**config.mk**
```make
export PLATFORM = sky130hd
export DESIGN_NAME = sysbus_arbiter_flat
export DESIGN_NICKNAME = d
export VERILOG_FILES = /design/src/rtl/sysbus_pkg.sv /design/src/rtl/sysbus_if.sv /design/src/rtl/sysbus_rr_pick.sv /design/src/rtl/sysbus_arbiter.sv /design/src/flat_wrapper.sv
export SDC_FILE = /design/constraint.sdc
export NUM_CORES = 1
export LEC_CHECK = 0
export CAP_MARGIN = 20
export CORE_UTILIZATION = 37
export CTS_CLUSTER_DIAMETER = 150
export DETAILED_ROUTE_END_ITERATION = 6
export PLACE_DENSITY = 0.91
export SYNTH_ARGS = -nofsm -noshare
export SYNTH_HDL_FRONTEND = slang
export SYNTH_SLANG_ARGS = --single-unit
export TNS_END_PERCENT = 1
```
**constraint.sdc**
```tcl
create_clock -name clk_in -period 1.9 [get_ports clk_in]
set_input_delay 0.285 -clock clk_in [delete_from_list [all_inputs] [get_ports clk_in]]
set_output_delay 0.285 -clock clk_in [all_outputs]
set_load 0.05 [all_outputs]
```
**src/rtl/sysbus_pkg.sv**
```systemverilog
`default_nettype none
// ============================================================================
// Module   : sysbus_pkg
// Brief    : Shared types and width helpers for the cpumc bus arbiter.
// Revision : 1.0 - initial release
// ============================================================================
package sysbus_pkg;

  typedef enum logic [1:0] {
    ST_IDLE = 2'd0,
    ST_ADDR = 2'd1,
    ST_DATA = 2'd2
  } state_t;

  localparam int DEF_AW = 16;
  localparam int DEF_DW = 8;

  // Index width that stays legal (>=1) for a single master or slave.
  function automatic int idx_w(input int n);
    return (n > 1) ? $clog2(n) : 1;
  endfunction

endpackage
`default_nettype wire

```
**src/rtl/sysbus_if.sv**
```systemverilog
`default_nettype none
// ============================================================================
// Module   : sysbus_if
// Brief    : Master- and slave-side signals of the cpumc arbiter.
// Revision : 1.0 - initial release
// ============================================================================
interface sysbus_if #(
  parameter int NUM_MASTERS = 2,
  parameter int NUM_SLAVES  = 3,
  parameter int AW          = 16,
  parameter int DW          = 8
) ();

  logic [NUM_MASTERS-1:0]    m_req_in;
  logic [NUM_MASTERS-1:0]    m_lock_in;
  logic [NUM_MASTERS*AW-1:0] m_a_in;
  logic [NUM_MASTERS-1:0]    m_r_nw_in;
  logic [NUM_MASTERS*DW-1:0] m_d_in;
  logic [NUM_MASTERS-1:0]    m_gnt_out;
  logic [NUM_MASTERS-1:0]    m_rdy_out;
  logic [DW-1:0]             m_d_out;
  logic                      err_out;
  logic [NUM_SLAVES-1:0]     s_en_out;
  logic [AW-1:0]             s_a_out;
  logic                      s_r_nw_out;
  logic [DW-1:0]             s_d_out;
  logic [NUM_SLAVES*DW-1:0]  s_d_in;

  // The arbiter is the target of the master requests: it takes the slave view.
  modport slave (
    input  m_req_in, m_lock_in, m_a_in, m_r_nw_in, m_d_in, s_d_in,
    output m_gnt_out, m_rdy_out, m_d_out, err_out,
           s_en_out, s_a_out, s_r_nw_out, s_d_out
  );

  modport master (
    output m_req_in, m_lock_in, m_a_in, m_r_nw_in, m_d_in, s_d_in,
    input  m_gnt_out, m_rdy_out, m_d_out, err_out,
           s_en_out, s_a_out, s_r_nw_out, s_d_out
  );

endinterface
`default_nettype wire

```
**src/rtl/sysbus_rr_pick.sv**
```systemverilog
`default_nettype none
// ============================================================================
// Module   : sysbus_rr_pick
// Brief    : One-hot winner search starting at i_start (index 0 in fixed mode).
// Revision : 1.0 - initial release
// ============================================================================
module sysbus_rr_pick #(
  parameter int N       = 2,
  parameter int RR_MODE = 0,
  parameter int IW      = 1
) (
  input  wire logic [N-1:0]  i_req,
  input  wire logic [IW-1:0] i_start,
  output logic      [N-1:0]  o_gnt
);

  always_comb begin
    logic found;
    int   base;
    int   idx;
    o_gnt = '0;
    found = 1'b0;
    idx   = 0;
    base  = (RR_MODE != 0) ? int'(i_start) : 0;
    for (int k = 0; k < N; k++) begin
      idx = (base + k) % N;
      if (!found && i_req[idx]) begin
        o_gnt[idx] = 1'b1;
        found      = 1'b1;
      end
    end
  end

endmodule
`default_nettype wire

```
**src/rtl/sysbus_arbiter.sv**
```systemverilog
`default_nettype none
// ============================================================================
// Module   : sysbus_arbiter
// Brief    : N-master / M-slave cpumc bus arbiter with lock and mask/base decode.
// Revision : 1.0 - initial release
// ============================================================================
module sysbus_arbiter
  import sysbus_pkg::*;
#(
  parameter int NUM_MASTERS = 2,
  parameter int NUM_SLAVES  = 3,
  parameter int AW          = DEF_AW,
  parameter int DW          = DEF_DW,
  parameter int RR_MODE     = 0,
  parameter logic [NUM_SLAVES*AW-1:0] SLV_BASE = {16'h8000, 16'h2000, 16'h0000},
  parameter logic [NUM_SLAVES*AW-1:0] SLV_MASK = {16'h8000, 16'hE000, 16'hE000}
) (
  input wire logic clk_in,
  input wire logic nrst_in,
  sysbus_if.slave  bus
);

  localparam int MIDX_W = idx_w(NUM_MASTERS);
  localparam logic [MIDX_W-1:0] C_LAST = MIDX_W'(NUM_MASTERS - 1);

  state_t                  r_state;
  state_t                  w_state_nxt;
  logic [MIDX_W-1:0]       r_owner;
  logic [MIDX_W-1:0]       r_last_gnt;
  logic [MIDX_W-1:0]       r_lock_owner;
  logic                    r_lock_vld;
  logic [AW-1:0]           r_a;
  logic                    r_rnw;
  logic [DW-1:0]           r_d;
  logic [DW-1:0]           r_hold;
  logic [NUM_SLAVES-1:0]   r_sel;

  logic                    w_lock_act;
  logic [NUM_MASTERS-1:0]  w_elig;
  logic [NUM_MASTERS-1:0]  w_win;
  logic [MIDX_W-1:0]       w_start;
  logic [MIDX_W-1:0]       w_win_idx;
  logic [AW-1:0]           w_win_a;
  logic                    w_win_rnw;
  logic [DW-1:0]           w_win_d;
  logic                    w_win_lock;
  logic [NUM_SLAVES-1:0]   w_hit;
  logic [NUM_SLAVES-1:0]   w_hit_below;
  logic [NUM_SLAVES-1:0]   w_sel;
  logic [DW-1:0]           w_rd_term [NUM_SLAVES];
  logic [DW-1:0]           w_rd_data;
  logic [NUM_MASTERS-1:0]  w_owner_oh;

  // A held lock masks every other requester; once the owner lets go of its
  // lock input the normal search resumes in the same IDLE cycle.
  assign w_lock_act = r_lock_vld && bus.m_lock_in[r_lock_owner];

  always_comb begin
    w_elig = bus.m_req_in;
    if (w_lock_act) begin
      w_elig = '0;
      w_elig[r_lock_owner] = bus.m_req_in[r_lock_owner];
    end
  end

  assign w_start = (r_last_gnt == C_LAST) ? '0 : r_last_gnt + 1'b1;

  sysbus_rr_pick #(
    .N       (NUM_MASTERS),
    .RR_MODE (RR_MODE),
    .IW      (MIDX_W)
  ) u_pick (
    .i_req   (w_elig),
    .i_start (w_start),
    .o_gnt   (w_win)
  );

  always_comb begin
    w_win_idx  = '0;
    w_win_a    = '0;
    w_win_rnw  = 1'b1;
    w_win_d    = '0;
    w_win_lock = 1'b0;
    for (int i = 0; i < NUM_MASTERS; i++) begin
      if (w_win[i]) begin
        w_win_idx  = MIDX_W'(i);
        w_win_a    = bus.m_a_in[i*AW +: AW];
        w_win_rnw  = bus.m_r_nw_in[i];
        w_win_d    = bus.m_d_in[i*DW +: DW];
        w_win_lock = bus.m_lock_in[i];
      end
    end
  end

  // Lowest-index hit wins where slave windows overlap.
  for (genvar s = 0; s < NUM_SLAVES; s++) begin : g_dec
    assign w_hit[s] = (w_win_a & SLV_MASK[s*AW +: AW]) == SLV_BASE[s*AW +: AW];
    if (s == 0) begin : g_first
      assign w_hit_below[s] = 1'b0;
    end else begin : g_rest
      assign w_hit_below[s] = w_hit_below[s-1] | w_hit[s-1];
    end
    assign w_sel[s] = w_hit[s] & ~w_hit_below[s];
  end

  for (genvar s = 0; s < NUM_SLAVES; s++) begin : g_rd
    assign w_rd_term[s] = bus.s_d_in[s*DW +: DW] & {DW{r_sel[s]}};
  end

  always_comb begin
    w_rd_data = '0;
    for (int s = 0; s < NUM_SLAVES; s++) begin
      w_rd_data = w_rd_data | w_rd_term[s];
    end
  end

  always_ff @(posedge clk_in or negedge nrst_in) begin
    if (!nrst_in) begin
      r_state <= ST_IDLE;
    end else begin
      r_state <= w_state_nxt;
    end
  end

  always_comb begin
    w_state_nxt = r_state;
    case (r_state)
      ST_IDLE: if (|w_win) w_state_nxt = ST_ADDR;
      ST_ADDR: w_state_nxt = ST_DATA;
      ST_DATA: w_state_nxt = ST_IDLE;
      default: w_state_nxt = ST_IDLE;
    endcase
  end

  always_ff @(posedge clk_in or negedge nrst_in) begin
    if (!nrst_in) begin
      r_owner      <= '0;
      r_last_gnt   <= C_LAST;
      r_lock_owner <= '0;
      r_lock_vld   <= 1'b0;
      r_a          <= '0;
      r_rnw        <= 1'b1;
      r_d          <= '0;
      r_hold       <= '0;
      r_sel        <= '0;
    end else begin
      case (r_state)
        ST_IDLE: begin
          if (|w_win) begin
            r_owner    <= w_win_idx;
            r_last_gnt <= w_win_idx;
            r_a        <= w_win_a;
            r_rnw      <= w_win_rnw;
            r_d        <= w_win_d;
            r_sel      <= w_sel;
          end
          if ((|w_win) && w_win_lock) begin
            r_lock_vld   <= 1'b1;
            r_lock_owner <= w_win_idx;
          end else if (r_lock_vld && !bus.m_lock_in[r_lock_owner]) begin
            r_lock_vld   <= 1'b0;
          end
        end
        ST_DATA: begin
          if (r_rnw) r_hold <= w_rd_data;
        end
        default: ;
      endcase
    end
  end

  assign w_owner_oh     = NUM_MASTERS'(1) << r_owner;
  assign bus.m_gnt_out  = (r_state == ST_ADDR) ? w_owner_oh : '0;
  assign bus.m_rdy_out  = (r_state == ST_DATA) ? w_owner_oh : '0;
  assign bus.s_en_out   = (r_state == ST_ADDR) ? r_sel : '0;
  assign bus.err_out    = (r_state == ST_DATA) && (r_sel == '0);
  assign bus.m_d_out    = ((r_state == ST_DATA) && r_rnw) ? w_rd_data : r_hold;
  assign bus.s_a_out    = r_a;
  assign bus.s_r_nw_out = r_rnw;
  assign bus.s_d_out    = r_d;

endmodule
`default_nettype wire
```
**src/flat_wrapper.sv**
```systemverilog
// flat-port wrapper written by rule: the top's interface ports become plain ports
module sysbus_arbiter_flat import sysbus_pkg::*;
#(
  parameter int NUM_MASTERS = 2,
  parameter int NUM_SLAVES  = 3,
  parameter int AW          = DEF_AW,
  parameter int DW          = DEF_DW,
  parameter int RR_MODE     = 0,
  parameter logic [NUM_SLAVES*AW-1:0] SLV_BASE = {16'h8000, 16'h2000, 16'h0000},
  parameter logic [NUM_SLAVES*AW-1:0] SLV_MASK = {16'h8000, 16'hE000, 16'hE000}
)
  (clk_in, nrst_in, bus_m_req_in, bus_m_lock_in, bus_m_a_in, bus_m_r_nw_in, bus_m_d_in, bus_s_d_in, bus_m_gnt_out, bus_m_rdy_out, bus_m_d_out, bus_err_out, bus_s_en_out, bus_s_a_out, bus_s_r_nw_out, bus_s_d_out);
  sysbus_if #(.NUM_MASTERS(NUM_MASTERS), .NUM_SLAVES(NUM_SLAVES), .AW(AW), .DW(DW)) bus_i ();
  input wire logic clk_in;
  input wire logic nrst_in;
  input wire logic [$bits(bus_i.m_req_in)-1:0] bus_m_req_in;
  input wire logic [$bits(bus_i.m_lock_in)-1:0] bus_m_lock_in;
  input wire logic [$bits(bus_i.m_a_in)-1:0] bus_m_a_in;
  input wire logic [$bits(bus_i.m_r_nw_in)-1:0] bus_m_r_nw_in;
  input wire logic [$bits(bus_i.m_d_in)-1:0] bus_m_d_in;
  input wire logic [$bits(bus_i.s_d_in)-1:0] bus_s_d_in;
  output wire logic [$bits(bus_i.m_gnt_out)-1:0] bus_m_gnt_out;
  output wire logic [$bits(bus_i.m_rdy_out)-1:0] bus_m_rdy_out;
  output wire logic [$bits(bus_i.m_d_out)-1:0] bus_m_d_out;
  output wire logic [$bits(bus_i.err_out)-1:0] bus_err_out;
  output wire logic [$bits(bus_i.s_en_out)-1:0] bus_s_en_out;
  output wire logic [$bits(bus_i.s_a_out)-1:0] bus_s_a_out;
  output wire logic [$bits(bus_i.s_r_nw_out)-1:0] bus_s_r_nw_out;
  output wire logic [$bits(bus_i.s_d_out)-1:0] bus_s_d_out;
  assign bus_i.m_req_in = bus_m_req_in;
  assign bus_i.m_lock_in = bus_m_lock_in;
  assign bus_i.m_a_in = bus_m_a_in;
  assign bus_i.m_r_nw_in = bus_m_r_nw_in;
  assign bus_i.m_d_in = bus_m_d_in;
  assign bus_i.s_d_in = bus_s_d_in;
  assign bus_m_gnt_out = bus_i.m_gnt_out;
  assign bus_m_rdy_out = bus_i.m_rdy_out;
  assign bus_m_d_out = bus_i.m_d_out;
  assign bus_err_out = bus_i.err_out;
  assign bus_s_en_out = bus_i.s_en_out;
  assign bus_s_a_out = bus_i.s_a_out;
  assign bus_s_r_nw_out = bus_i.s_r_nw_out;
  assign bus_s_d_out = bus_i.s_d_out;
  sysbus_arbiter #(.NUM_MASTERS(NUM_MASTERS), .NUM_SLAVES(NUM_SLAVES), .AW(AW), .DW(DW), .RR_MODE(RR_MODE), .SLV_BASE(SLV_BASE), .SLV_MASK(SLV_MASK)) u_core (.clk_in(clk_in), .nrst_in(nrst_in), .bus(bus_i));
endmodule
```
==> run_results.csv <==
group,metric,value,unit
timing,period_minus_slack,1.85,ns
placed_design,io_buffers,120,
logic_synthesis,ys_ff_latch,41,
cts,clock_sinks,41,
power_and_ir_drop,power.switching,3.06,mW
power_and_ir_drop,clkPwrFrac,8.7,%
detailed_routing,dr.pass1.iters,4,
logic_synthesis,synth_xor_area_share,0,%
timing,skew,0.00247,ns
cts,htree_levels,2,
setup_path,reg2reg_slack,0.28,ns
floorplanning,row_count,26,
setup_path,arrival,1.57,ns
cells_and_area,n_antenna_cell,0,
logic_synthesis,synthMuxAreaShare,0,%
logic_synthesis,synth_top_family_by_area,"compound AO/OA/AOI/OAI gates",
logic_synthesis,ys_warn_count,0,
timing,max-slew-margin-rel,64.9,%
timing,grt_setup_unrepaired,"yes",
logic_synthesis,synth.distinct_cells,36,
timing,tns,0,ns
setup_path,critical_path_required,1.62,ns
cts,cts_setup_buffers,0,
logic_synthesis,netlist_top_cells_area,"dfrtp_1 51%, a22oi_1 8.4%, nand2_1 6.7%",
logic_synthesis,ys_seq_area_share,52.4,%
detailed_routing,viasPerCell,5.21,
placed_design,placed_cell_area,3430,um2
floorplanning,die_x,74.8,um
run_status,status,"finished clean",
worst_hold_path,hp-class,"input pin to async pin",
power_and_ir_drop,seqPwrFrac,25.7,%
setup_path,critPathCaptureType,"output pin",
setup_path,crit_type,"register to output pin",
cells_and_area,syn_to_final_growth,80.4,%
cells_and_area,fin_nets,405,
floorplanning,floorplan.initialDensity,38.4,%
detailed_routing,post_drt_wl_per_cell,14.9,um
power_and_ir_drop,p_leak,1.49,nW
logic_synthesis,synth_flop_cell,"dfrtp_1",
power_and_ir_drop,ir_drop,0.994,mV
placed_design,dp_hpwl,4600,um
logic_synthesis,synth_largest_area_cell,"dfrtp_1",
placed_design,dp_slack,-0.0413,ns
timing,fin_hold_ws,0.476,ns
power_and_ir_drop,sw_frac_of_total,48.4,%
logic_synthesis,synth_nets,279,
detailed_routing,drt_iter0_drc,101,
setup_path,start_kind,"register",
timing,setup_viol,0,
detailed_routing,post-route-drc-count,0,
job,cap_violations,0,
placed_design,place_inst,387,
logic_synthesis,synth_most_common_cell,"dfrtp_1",
timing,fmax,540,MHz
cts,clkLatencyLatePin,0.28,ns
floorplanning,ios,121,
logic_synthesis,synth.cell_area,1960,um2
global_route,antenna_found_initial,0,
global_route,grt_max_degree,21,
logic_synthesis,synth_edf_count,0,
placed_design,routabilityCongestion,0.798,
power_and_ir_drop,power.density,1780,nW/um2
power_and_ir_drop,total_power,6.31,mW
timing,hold_violations,0,
cts,cts_buffers,5,
global_route,grt-ovfl-total,0,
logic_synthesis,synth-adder-area-share,0,%
timing,worst_pin_slew,0.525,ns
timing,slew_viol_final,0,
setup_path,reg2reg_from,"u_core.r_lock_vld",
global_route,track_usage,21.4,%
cts,cts_tree,"done",
logic_synthesis,ys_top_cells_by_count,"40 x dfrtp_1, 35 x nand2_1, 22 x a22oi_1",
power_and_ir_drop,intPower,3.25,mW
cts,cts_max_path_buffers,2,
cells_and_area,fin_cells,395,
cells_and_area,fin_util,69.2,%
cells_and_area,layout-drive-gt1-share,14.2,%
floorplanning,fp.dieArea,5590,um2
timing,period_share,97.4,%
detailed_routing,routed-via-count,2058,
global_route,grt_pass1_wl,8870,um
cts,cts-root-buf,"clkbuf_8",
logic_synthesis,synth_top_area_share,51.1,%
detailed_routing,wl,5890,um
setup_path,reg2reg_depth,5,
setup_path,path_max_fanout,16,
detailed_routing,postRouteAntennaNets,0,
floorplanning,core-area,5110,um2
logic_synthesis,synth_simple_gate_area_share,15.7,%
logic_synthesis,syn_area_per_cell,9.85,um2
timing,fin_ws,0.0491,ns
global_route,grt_pass1_vias,1967,
power_and_ir_drop,comb_power_share,65.5,%
setup_path,worstReg2RegEnd,"u_core.r_sel[0]",
logic_synthesis,synth-compound-area-share,27.4,%
cts,clkTransAtPathRegs,0.07,ns
floorplanning,die_h,74.8,um
logic_synthesis,async_flop_share,100,%
logic_synthesis,synth_cells,199,
cells_and_area,fin_area,3530,um2
## timing repair
| item | CTS | global route |
|---|---|---|
| hold buffers | 1 | 0 |
| gates cloned | 0 | 0 |
| resized for setup | 0 | 9 |
| hold endpoints to repair | 17 | 0 |
| setup endpoints to repair | 7 | 8 |
## state kept, by name (all words and copies together), names as in the netlist
signal	flops
u_core.bus.s_a_out	16
u_core.bus.s_d_out	8
u_core.bus.s_r_nw_out	1
u_core.r_hold	8
u_core.r_lock_owner	1
u_core.r_lock_vld	1
u_core.r_owner	1
u_core.r_sel	3
u_core.r_state	2
## per-layer routing
| metal | part of all wire [%] | routed length, um | track usage [%] |
|---|---|---|---|
| met1 | 39 | 2320 | 23.8 |
| met2 | 51 | 2980 | 37.6 |
| met3 | 8.7 | 514 | 7.63 |
| met4 | 1.4 | 80 | 7.76 |
| met5 | 0 | 0 | 0 |
## worst max path at each step
stage,to,start
floorplan,bus_m_d_out[0],u_core.bus.s_r_nw_out
global placement,u_core.r_sel[0],bus_m_req_in[0]
global route,bus_m_d_out[1],u_core.bus.s_r_nw_out
finish,bus_m_d_out[1],u_core.bus.s_r_nw_out
CTS,bus_m_d_out[2],u_core.bus.s_r_nw_out
detailed placement,u_core.r_sel[0],bus_m_req_in[0]
## power groups by stage
stage | Combinational, mW | Clock (mW) | Sequential, mW
2_1_floorplan | 1.66 | 0 | 2.33
6_report | 4.13 | 0.551 | 1.62
5_1_grt | 4.36 | 0.616 | 1.67
3_3_place_gp | 4.05 | 0 | 1.60
4_1_cts | 4.14 | 0.575 | 1.62
3_5_place_dp | 4.13 | 0 | 1.63
## final cells by class
| type | instances | area [um2] |
|---|---|---|
| clock buffer | 7 | 86.3 |
| fill | 394 | 1570 |
| inverter | 4 | 15.0 |
| multi-input combinational | 139 | 855 |
| sequential | 41 | 1030 |
| tap | 70 | 87.6 |
| timing repair buffer | 134 | 1460 |
## cells in the final DEF, fill, tap and decap left out, types with 2 or more instances in the layout
master and n:
a32o_1 2, buf_12 16, nand3_1 10, dfrtp_1 38
and2_1 6, o21ai_0 2, a21oi_1 3, o21a_1 4
nor2b_1 2, a222oi_1 8, clkdlybuf4s50_1 102, nor2_1 3
o21ai_1 24, inv_1 4, dfrtp_2 2, a22oi_1 22
buf_4 14, nand2_1 35, clkbuf_8 6
## kinds of logic (layout without fill, tap and decap cells)
| kind of cell | Yosys count | in the layout |
|---|---|---|
| buffers and inverters | 19 | 145 |
| AND/OR/NAND/NOR | 64 | 64 |
| flip-flops | 41 | 41 |
| AO/OA/AOI/OAI | 75 | 75 |
## worst max-delay path, stage by stage (launching register included)
cell,delay (ns)
dfstp_2,0.55
nand3b_1,0.07
buf_4,0.19
o21ai_1,0.29
buf_12,0.18
Note: power is estimated with default switching activity, not from simulation.
